$ cat src/rtl/ctrl_pkg.sv
// Shared definitions for the multi-cycle main control unit: state encoding,
// opcode map, datapath select codes and the control word driven per state.
// Optional feature macro: CTRL_ILLEGAL_TRAP_EN (adds the TRAP state).
package ctrl_pkg;

  // 4-bit state encoding; FETCH is zero so the reset value and the
  // forced-zero debug output coincide.
  typedef enum logic [3:0] {
    ST_FETCH     = 4'd0,
    ST_DECODE    = 4'd1,
    ST_MEM_ADDR  = 4'd2,
    ST_MEM_READ  = 4'd3,
    ST_MEM_WB    = 4'd4,
    ST_MEM_WRITE = 4'd5,
    ST_R_EXEC    = 4'd6,
    ST_R_WB      = 4'd7,
    ST_I_EXEC    = 4'd8,
    ST_I_WB      = 4'd9,
    ST_BRANCH    = 4'd10,
    ST_JUMP      = 4'd11
`ifdef CTRL_ILLEGAL_TRAP_EN
    ,
    ST_TRAP      = 4'd12
`endif
  } state_t;

  // Opcode map (instruction bits [15:12])
  localparam logic [3:0] OP_RTYPE_A = 4'b0000;
  localparam logic [3:0] OP_RTYPE_B = 4'b0001;
  localparam logic [3:0] OP_ITYPE_A = 4'b0010;
  localparam logic [3:0] OP_ITYPE_B = 4'b1001;
  localparam logic [3:0] OP_ITYPE_C = 4'b1010;
  localparam logic [3:0] OP_ITYPE_D = 4'b1011;
  localparam logic [3:0] OP_LW      = 4'b0100;
  localparam logic [3:0] OP_SW      = 4'b0101;
  localparam logic [3:0] OP_BEQ     = 4'b0110;
  localparam logic [3:0] OP_J       = 4'b0111;

  // ALU operation class handed to the ALU control unit
  localparam logic [1:0] ALUOP_ADD   = 2'b00;
  localparam logic [1:0] ALUOP_SUB   = 2'b01;
  localparam logic [1:0] ALUOP_RTYPE = 2'b10;
  localparam logic [1:0] ALUOP_ITYPE = 2'b11;

  // ALU input B select
  localparam logic [1:0] SRCB_REGB  = 2'b00;
  localparam logic [1:0] SRCB_ONE   = 2'b01;
  localparam logic [1:0] SRCB_IMM   = 2'b10;
  localparam logic [1:0] SRCB_BROFF = 2'b11;

  // Next-PC select
  localparam logic [1:0] PCSRC_ALU    = 2'b00;
  localparam logic [1:0] PCSRC_ALUOUT = 2'b01;
  localparam logic [1:0] PCSRC_JUMP   = 2'b10;

  // Full set of datapath controls produced for one cycle
  typedef struct packed {
    logic       pc_write;
    logic       pc_write_cond;
    logic       iord;
    logic       mem_read;
    logic       mem_write;
    logic       ir_write;
    logic       mem_to_reg;
    logic       reg_dst;
    logic       reg_write;
    logic       alu_src_a;
    logic [1:0] alu_src_b;
    logic [1:0] alu_op;
    logic [1:0] pc_source;
    logic       instr_done;
    logic       illegal_op;
  } ctrl_word_t;

  // True for every opcode the decoder knows how to sequence
  function automatic logic is_legal_op(input logic [3:0] op);
    case (op)
      OP_RTYPE_A, OP_RTYPE_B,
      OP_ITYPE_A, OP_ITYPE_B, OP_ITYPE_C, OP_ITYPE_D,
      OP_LW, OP_SW, OP_BEQ, OP_J: is_legal_op = 1'b1;
      default:                    is_legal_op = 1'b0;
    endcase
  endfunction

endpackage

$ cat src/rtl/main_control_fsm_decoder.sv
// Combinational state-to-control-word decoder for the main control unit.
// Moore outputs from the registered state; only IRWrite/PCWrite in FETCH and
// instr_done in MEM_WRITE look at mem_ready. Everything is zero under reset.
// Optional feature macro: CTRL_ILLEGAL_TRAP_EN (decodes the TRAP state).
import ctrl_pkg::*;

module ctrl_output_decoder (
  input  state_t     state,
  input  logic       reset,
  input  logic       mem_ready,
  input  logic       decode_nop,
  output ctrl_word_t ctrl
);

  // Decode the current state into the datapath control word
  always_comb begin
    ctrl = '0;
    if (!reset) begin
      case (state)
        ST_FETCH: begin
          ctrl.mem_read  = 1'b1;
          ctrl.iord      = 1'b0;
          ctrl.alu_src_a = 1'b0;
          ctrl.alu_src_b = SRCB_ONE;
          ctrl.alu_op    = ALUOP_ADD;
          ctrl.pc_source = PCSRC_ALU;
          // IR and PC only capture once the instruction word has arrived
          ctrl.ir_write  = mem_ready;
          ctrl.pc_write  = mem_ready;
        end
        ST_DECODE: begin
          // Precompute the branch target while the opcode is decoded
          ctrl.alu_src_a  = 1'b0;
          ctrl.alu_src_b  = SRCB_BROFF;
          ctrl.alu_op     = ALUOP_ADD;
          ctrl.instr_done = decode_nop;
        end
        ST_MEM_ADDR: begin
          ctrl.alu_src_a = 1'b1;
          ctrl.alu_src_b = SRCB_IMM;
          ctrl.alu_op    = ALUOP_ADD;
        end
        ST_MEM_READ: begin
          ctrl.mem_read = 1'b1;
          ctrl.iord     = 1'b1;
        end
        ST_MEM_WB: begin
          ctrl.reg_write  = 1'b1;
          ctrl.mem_to_reg = 1'b1;
          ctrl.reg_dst    = 1'b0;
          ctrl.instr_done = 1'b1;
        end
        ST_MEM_WRITE: begin
          ctrl.mem_write  = 1'b1;
          ctrl.iord       = 1'b1;
          ctrl.instr_done = mem_ready;
        end
        ST_R_EXEC: begin
          ctrl.alu_src_a = 1'b1;
          ctrl.alu_src_b = SRCB_REGB;
          ctrl.alu_op    = ALUOP_RTYPE;
        end
        ST_R_WB: begin
          ctrl.reg_write  = 1'b1;
          ctrl.reg_dst    = 1'b1;
          ctrl.instr_done = 1'b1;
        end
        ST_I_EXEC: begin
          ctrl.alu_src_a = 1'b1;
          ctrl.alu_src_b = SRCB_IMM;
          ctrl.alu_op    = ALUOP_ITYPE;
        end
        ST_I_WB: begin
          ctrl.reg_write  = 1'b1;
          ctrl.reg_dst    = 1'b0;
          ctrl.instr_done = 1'b1;
        end
        ST_BRANCH: begin
          ctrl.alu_src_a     = 1'b1;
          ctrl.alu_src_b     = SRCB_REGB;
          ctrl.alu_op        = ALUOP_SUB;
          ctrl.pc_write_cond = 1'b1;
          ctrl.pc_source     = PCSRC_ALUOUT;
          ctrl.instr_done    = 1'b1;
        end
        ST_JUMP: begin
          ctrl.pc_write   = 1'b1;
          ctrl.pc_source  = PCSRC_JUMP;
          ctrl.instr_done = 1'b1;
        end
`ifdef CTRL_ILLEGAL_TRAP_EN
        ST_TRAP: begin
          ctrl.illegal_op = 1'b1;
        end
`endif
        default: ctrl = '0;
      endcase
    end
  end

endmodule

$ cat src/rtl/main_control_fsm.sv
// Multi-cycle main control unit for the 16-bit CPU. Holds the state register
// and next-state logic; ctrl_output_decoder turns the state into controls.
// Optional feature macro: CTRL_ILLEGAL_TRAP_EN -- illegal opcodes lock into
// TRAP until reset; when undefined they retire as a two-cycle NOP.
//
// Memory handshake: a request (MemRead/MemWrite with IorD) is held stable
// from the first cycle of FETCH/MEM_READ/MEM_WRITE until the cycle in which
// mem_ready is high; that cycle completes the access and the FSM advances on
// the following edge. mem_ready is ignored in every other state.
import ctrl_pkg::*;

module main_control_fsm (
  input  logic       clk,
  input  logic       reset,
  input  logic [3:0] opcode,
  input  logic       mem_ready,
  output logic       PCWrite,
  output logic       PCWriteCond,
  output logic       IorD,
  output logic       MemRead,
  output logic       MemWrite,
  output logic       IRWrite,
  output logic       MemtoReg,
  output logic       RegDst,
  output logic       RegWrite,
  output logic       ALUSrcA,
  output logic [1:0] ALUSrcB,
  output logic [1:0] ALUOp,
  output logic [1:0] PCSource,
  output logic       instr_done,
  output logic       illegal_op,
  output logic [3:0] state_o
);

  state_t     state;
  state_t     next_state;
  ctrl_word_t ctrl;
  logic       decode_nop;

  // An unknown opcode retires straight out of DECODE unless trapping is built in
`ifdef CTRL_ILLEGAL_TRAP_EN
  assign decode_nop = 1'b0;
`else
  assign decode_nop = !is_legal_op(opcode);
`endif

  // State register; reset abandons any instruction in flight
  always_ff @(posedge clk) begin
    if (reset) state <= ST_FETCH;
    else       state <= next_state;
  end

  // Next-state selection from current state, opcode and memory completion
  always_comb begin
    next_state = state;
    case (state)
      ST_FETCH: begin
        if (mem_ready) next_state = ST_DECODE;
      end
      ST_DECODE: begin
        case (opcode)
          OP_RTYPE_A, OP_RTYPE_B:                         next_state = ST_R_EXEC;
          OP_ITYPE_A, OP_ITYPE_B, OP_ITYPE_C, OP_ITYPE_D: next_state = ST_I_EXEC;
          OP_LW, OP_SW:                                   next_state = ST_MEM_ADDR;
          OP_BEQ:                                         next_state = ST_BRANCH;
          OP_J:                                           next_state = ST_JUMP;
`ifdef CTRL_ILLEGAL_TRAP_EN
          default:                                        next_state = ST_TRAP;
`else
          default:                                        next_state = ST_FETCH;
`endif
        endcase
      end
      // IR still holds the instruction, so opcode splits load from store here
      ST_MEM_ADDR:  next_state = (opcode == OP_SW) ? ST_MEM_WRITE : ST_MEM_READ;
      ST_MEM_READ:  next_state = mem_ready ? ST_MEM_WB : ST_MEM_READ;
      ST_MEM_WB:    next_state = ST_FETCH;
      ST_MEM_WRITE: next_state = mem_ready ? ST_FETCH : ST_MEM_WRITE;
      ST_R_EXEC:    next_state = ST_R_WB;
      ST_R_WB:      next_state = ST_FETCH;
      ST_I_EXEC:    next_state = ST_I_WB;
      ST_I_WB:      next_state = ST_FETCH;
      ST_BRANCH:    next_state = ST_FETCH;
      ST_JUMP:      next_state = ST_FETCH;
`ifdef CTRL_ILLEGAL_TRAP_EN
      ST_TRAP:      next_state = ST_TRAP;
`endif
      default:      next_state = ST_FETCH;
    endcase
  end

  // Output decode from the registered state
  ctrl_output_decoder u_decoder (
    .state      (state),
    .reset      (reset),
    .mem_ready  (mem_ready),
    .decode_nop (decode_nop),
    .ctrl       (ctrl)
  );

  assign PCWrite     = ctrl.pc_write;
  assign PCWriteCond = ctrl.pc_write_cond;
  assign IorD        = ctrl.iord;
  assign MemRead     = ctrl.mem_read;
  assign MemWrite    = ctrl.mem_write;
  assign IRWrite     = ctrl.ir_write;
  assign MemtoReg    = ctrl.mem_to_reg;
  assign RegDst      = ctrl.reg_dst;
  assign RegWrite    = ctrl.reg_write;
  assign ALUSrcA     = ctrl.alu_src_a;
  assign ALUSrcB     = ctrl.alu_src_b;
  assign ALUOp       = ctrl.alu_op;
  assign PCSource    = ctrl.pc_source;
  assign instr_done  = ctrl.instr_done;
  assign illegal_op  = ctrl.illegal_op;
  assign state_o     = reset ? 4'd0 : state;

endmodule

$ cat config.mk
export PLATFORM = sky130hd
export DESIGN_NAME = main_control_fsm
export DESIGN_NICKNAME = d
export VERILOG_FILES = /design/src/rtl/ctrl_pkg.sv /design/src/rtl/main_control_fsm_decoder.sv /design/src/rtl/main_control_fsm.sv
export SDC_FILE = /design/constraint.sdc
export NUM_CORES = 1
export LEC_CHECK = 0
export BUFFER_PORTS_ARGS = -buffer_cell sky130_fd_sc_hd__buf_2
export CAP_MARGIN = 20
export CORE_UTILIZATION = 49
export DETAILED_ROUTE_END_ITERATION = 10
export GPL_TIMING_DRIVEN = 0
export PLACE_DENSITY = 0.92
export SKIP_CTS_REPAIR_TIMING = 1
export SYNTH_ARGS = -nofsm -noshare
export SYNTH_HDL_FRONTEND = slang
export SYNTH_SLANG_ARGS = --single-unit
$ cat constraint.sdc
create_clock -name clk -period 1.8 [get_ports clk]
set_input_delay 0.09 -clock clk [delete_from_list [all_inputs] [get_ports clk]]
set_output_delay 0.09 -clock clk [all_outputs]
set_load 0.1 [all_outputs]
# Word-level counts from Yosys, hierarchy flattened
# Memory sizes are Yosys's and may differ from the RTL's.
# Cells that the tools add are included.
# classes
n_reduce_logical,6
muxes,18
eq_ne,13
# ops
cell,n
$pmux W5 S6,1
$pmux W4 S7,1
$eq A4 B3 Y1 const B,5
$mux W18,1
$eq A4 B4 Y1 const B,4
$mux W3,3
$eq A4 B2 Y1 const B,2
$mux W4,2
$pmux W2 S2,2
$mux W1,6
$reduce_or A2 Y1,3
$reduce_or A5 Y1,1
$eq A4 B1 Y1 const B,1
$logic_not A4 Y1,1
$pmux W1 S3,1
$ne A2 B2 Y1 const B,1
$pmux W1 S2,1
$logic_not A1 Y1,1
# word_totals
n_memories,2
ff_bits,4
rom_bits,80
input_bits,7
out_inout_bits,22
word_cells,40
# mem_list
memory,depth,width,rd,rd_clocked_by_memory_dff,wr,line_no,text
(name not given),16,4,1,0,0,main_control_fsm.sv:61,case (opcode)
(name not given),16,1,1,0,0,ctrl_pkg.sv:77,case (op)

# Longest topological paths before layout
# logic_depth
word_depth,4
ltp_mapped,5
mapped_depth_nobuf,4

# Modules after synthesis
# A second synthesis with hierarchy kept.
# hier_totals
hier_cells,100
hier_area_um2,774.5
# by_module_without_submodules
mod,cells_each,instances,area_per_inst_um2,seq_area_each_um2
main_control_fsm,53,1,436.7,80.1
ctrl_output_decoder,47,1,337.8,0.0

# Worst setup path before layout
# Ideal clock, no wire load.
# synth_timing
kind,register -> output
startpoint,reg state[2]
endpoint,out PCSource[0]
path_slack_ns,-1.914
required_ns,1.710
n_path_buf,2
stages_incl_launch_ff,4
t_arrival_ns,3.624
path_cell_list,dfxtp_1 -> buf_2 -> buf_4 -> nor4_1
# synth_via
elab_chain_cells,3
elab_cells_between_ends,4
classes_between,eq/ne (2); mux (2)
# synth_lines
item,line_no,text
"start, declared",main_control_fsm.sv:35,state_t state;
"start signal, assigned",main_control_fsm.sv:50,else state <= next_state;
$eq A4 B4 Y1,main_control_fsm_decoder.sv:19,case (state)
$pmux W2 S2 (*),main_control_fsm_decoder.sv:19,
$mux W18 (*),main_control_fsm_decoder.sv:18,if (!reset) begin
"end, declared",main_control_fsm.sv:29,"output logic [1:0] PCSource,"
# Every way passes the cells marked *; elsewhere a longest branch is shown, timed or not.

# Worst setup path in the final report
# layout_timing
startpoint,reg state[0]
endpoint,out instr_done
# layout_via
elab_chain_cells,4
elab_cells_between_ends,10
classes_between,eq/ne (7); mux (2); reduce/logical (1)
# layout_lines
item,line_no,text
$eq A4 B3 Y1 or $eq A4 B4 Y1 (tied branches),main_control_fsm_decoder.sv:19,
$reduce_or A5 Y1 (no line),--,
$pmux W1 S3 (*),main_control_fsm_decoder.sv:19,
$mux W18 (*),main_control_fsm_decoder.sv:18,
"end, declared",main_control_fsm.sv:30,"output logic instr_done,"
# Marks and branches as above.

==> metrics.cfg <==
[synthesis]
ys_async_sr_fraction = 0
synthMuxAreaShare = 0.0321
syn_area_um2 = 662
synthSimpleGateAreaFrac = 0.442
ys_seq_area_frac = 0.121
synth_edf_count = 0
syn_area_per_cell_um2 = 6.49
synth_ff_type = dfxtp_1
syn_inst = 102
synth_top_family_by_area = simple AND/OR/NAND/NOR gates
synth_compound_area_frac = 0.250
ys_ff_latch = 4
syn_nets = 109
synthXorXnorAreaFrac = 0.0265
synthAdderAreaFrac = 0
ys_types = 41
yosys_warnings = 0

[worst_setup_path]
critPathMaxFanout = 10
crit_type = reg2out
critical_path.max_stage_delay_ns = 0.34
cp_slowest_cell = dfxtp_1
cp.required_ns = 1.71
cpMostUsedCell = nor2_1
path_cells = buf_4 -> nand2_1 -> nor2_1 -> nor2_1 -> o221a_1 -> buf_6
crit_arrival_ns = 1.71
cp-start-kind = flip-flop
worstSetupEndpointType = output pin

[detailed_routing]
routed_via_density = 6.59
wl_met3_um = 260
drt_wl_total_um = 2600
dr.first_iter.drc_count = 54
drc = 0
met2_length_um = 1350
postRouteAntennaNets = 0
met1Wirelength_um = 912
top_layer_used = met4
num_vias = 955
dr.pass1.iters = 4
wl_per_cell_um = 17.9

[floorplanning]
ios = 29
dieArea_um2 = 1500
die_w_um = 38.8
core-area_um2 = 1190
initial_utilization = 0.558
num_rows = 12
die_h_um = 38.8

[cts]
root_buffer = clkbuf_4
cts_sinks = 4
cts_buffers = 3
htreeDepth = 1
cts_tree = yes
clk_latency_ns = 0.24
clock_path_buffers = 2
clk_pin_slew_worst_paths_ns = 0.04

[timing]
setup_viol = 1
fin_crit_sh = 1.00
setup_slack_ns = -0.000594
period_needed_ns = 1.80
finClkSkew_ns = 0.00300
hold_viol_final = 0
rsz0062_at_grt = yes
tightest_slew_ns = 0.584
hold_slack_ns = 0.278
drv_slew = 0
maxSlewHeadroom = 0.611
max_freq_ghz = 0.555

[finish]
insertedDiodeCount = 0
n_fill_cell = 57
multi_input_area_um2 = 651
drive_gt1_frac = 0.473
largest-register = state
area_delta_synth_final_pct = 61.4
largest_registers = state (4)
design_area_um2 = 1070
largest_reg_flops = 4
layout.nets = 140
finish.utilization = 0.901
seq_area_um2 = 82.6

[pwr]
ir_drop_mv = 0.490
power.total_uw = 658
p_per_area_nw_per_um2 = 616
leakage_uw = 0.000439

[global_routing]
grt_pass1_vias = 719
grt_usage = 0.322
antenna_found_initial = 0
grt_pass1_wl_um = 3360
grt_overflow_total = 0
grt_max_degree = 11

[placement]
portBuffers = 26
gp_congestion = 0.899
hpwlAfterDp_um = 1610
place_area_um2 = 962

[flow_run]
maxCapViolations = 0

[outcome]
status = finished, violations left
violations = setup timing

[worst_hold_path]
hp-class = in2reg

[power by group]
part / internal [µW] / switching, µW
clock network: 75.2 / 45.4
logic: 114 / 320
registers: 96.1 / 7.20
[synth_stat cells, drive strengths merged, types with 3 or more instances]
cell type,n,share of area
nor4,4,0.038
dfxtp,4,0.12
nand2,8,0.045
nor2,16,0.091
inv,3,0.017
a21oi,7,0.053
o21ai,6,0.045
nor3,7,0.068
buf,10,0.10
nand2b,5,0.047
nor2b,4,0.038
[cell families after synthesis]
family	count (synthesis)
other cells	1
simple gates	54
xor+xnor	2
mux	2
flops	4
compound gates	25
buf+inv	14
[worst paths after layout]
check | startpoint | to | slack (ns) | cells after the start
worst max-delay path | state[0]$_SDFFE_PP0P_ | instr_done | -0.0006 | 6
worst min-delay path | opcode[3] | state[1]$_SDFFE_PP0P_ | 0.28 | 4
worst max register to register | state[0]$_SDFFE_PP0P_ | state[0]$_SDFFE_PP0P_ | 0.38 | 5
worst min register to register | state[1]$_SDFFE_PP0P_ | state[2]$_SDFFE_PP0P_ | 0.67 | 4
[routing by layer]
layer,global-route usage,up-vias
met5,0,-
met4,0.0603,0
met3,0.0520,14
met2,0.567,77
met1,0.408,438
li1,-,426
[layout by cell type (no fill, tap or decap), types with 2 or more instances in the layout]
cell type,count
dfxtp_2,2
nor4_4,3
nor2b_1,2
nor3_4,6
o21ai_0,3
buf_2,16
nor2_1,12
a21oi_1,6
nand2b_1,5
clkbuf_4,8
or3_1,2
dfxtp_1,2
a22oi_1,2
buf_6,10
o21ai_1,3
nand2_1,7
nor2_2,3
nor2b_2,2
inv_1,3
buf_4,4
[area by class of cell]
| class | count | share of cell area |
|---|---|---|
| Buffer | 11 | 0.0796 |
| Sequential cell | 4 | 0.0773 |
| Multi-Input combinational cell | 84 | 0.609 |
| Tap cell | 14 | 0.0164 |
| Clock buffer | 3 | 0.0211 |
| Timing Repair Buffer | 26 | 0.186 |
| Inverter | 3 | 0.0105 |
[stage by stage]
stage | setup TNS [ns] | cells | setup WS [ns]
floorplan | -0.292 | 102 | -0.127
global placement | 0 | 142 | 0.0926
detailed placement | 0 | 142 | 0.0720
CTS | -1.19 | 145 | -0.182
global route | -0.0599 | 145 | -0.0376
finish | -0.000594 | 145 | -0.000594
[critical path: cells and delay by family (launching register included)]
kind	cells	cell delay (ns)
flops	1	0.34
compound gates	1	0.26
simple gates	3	0.51
buf+inv	2	0.37
(Power assumes the default switching activity.)
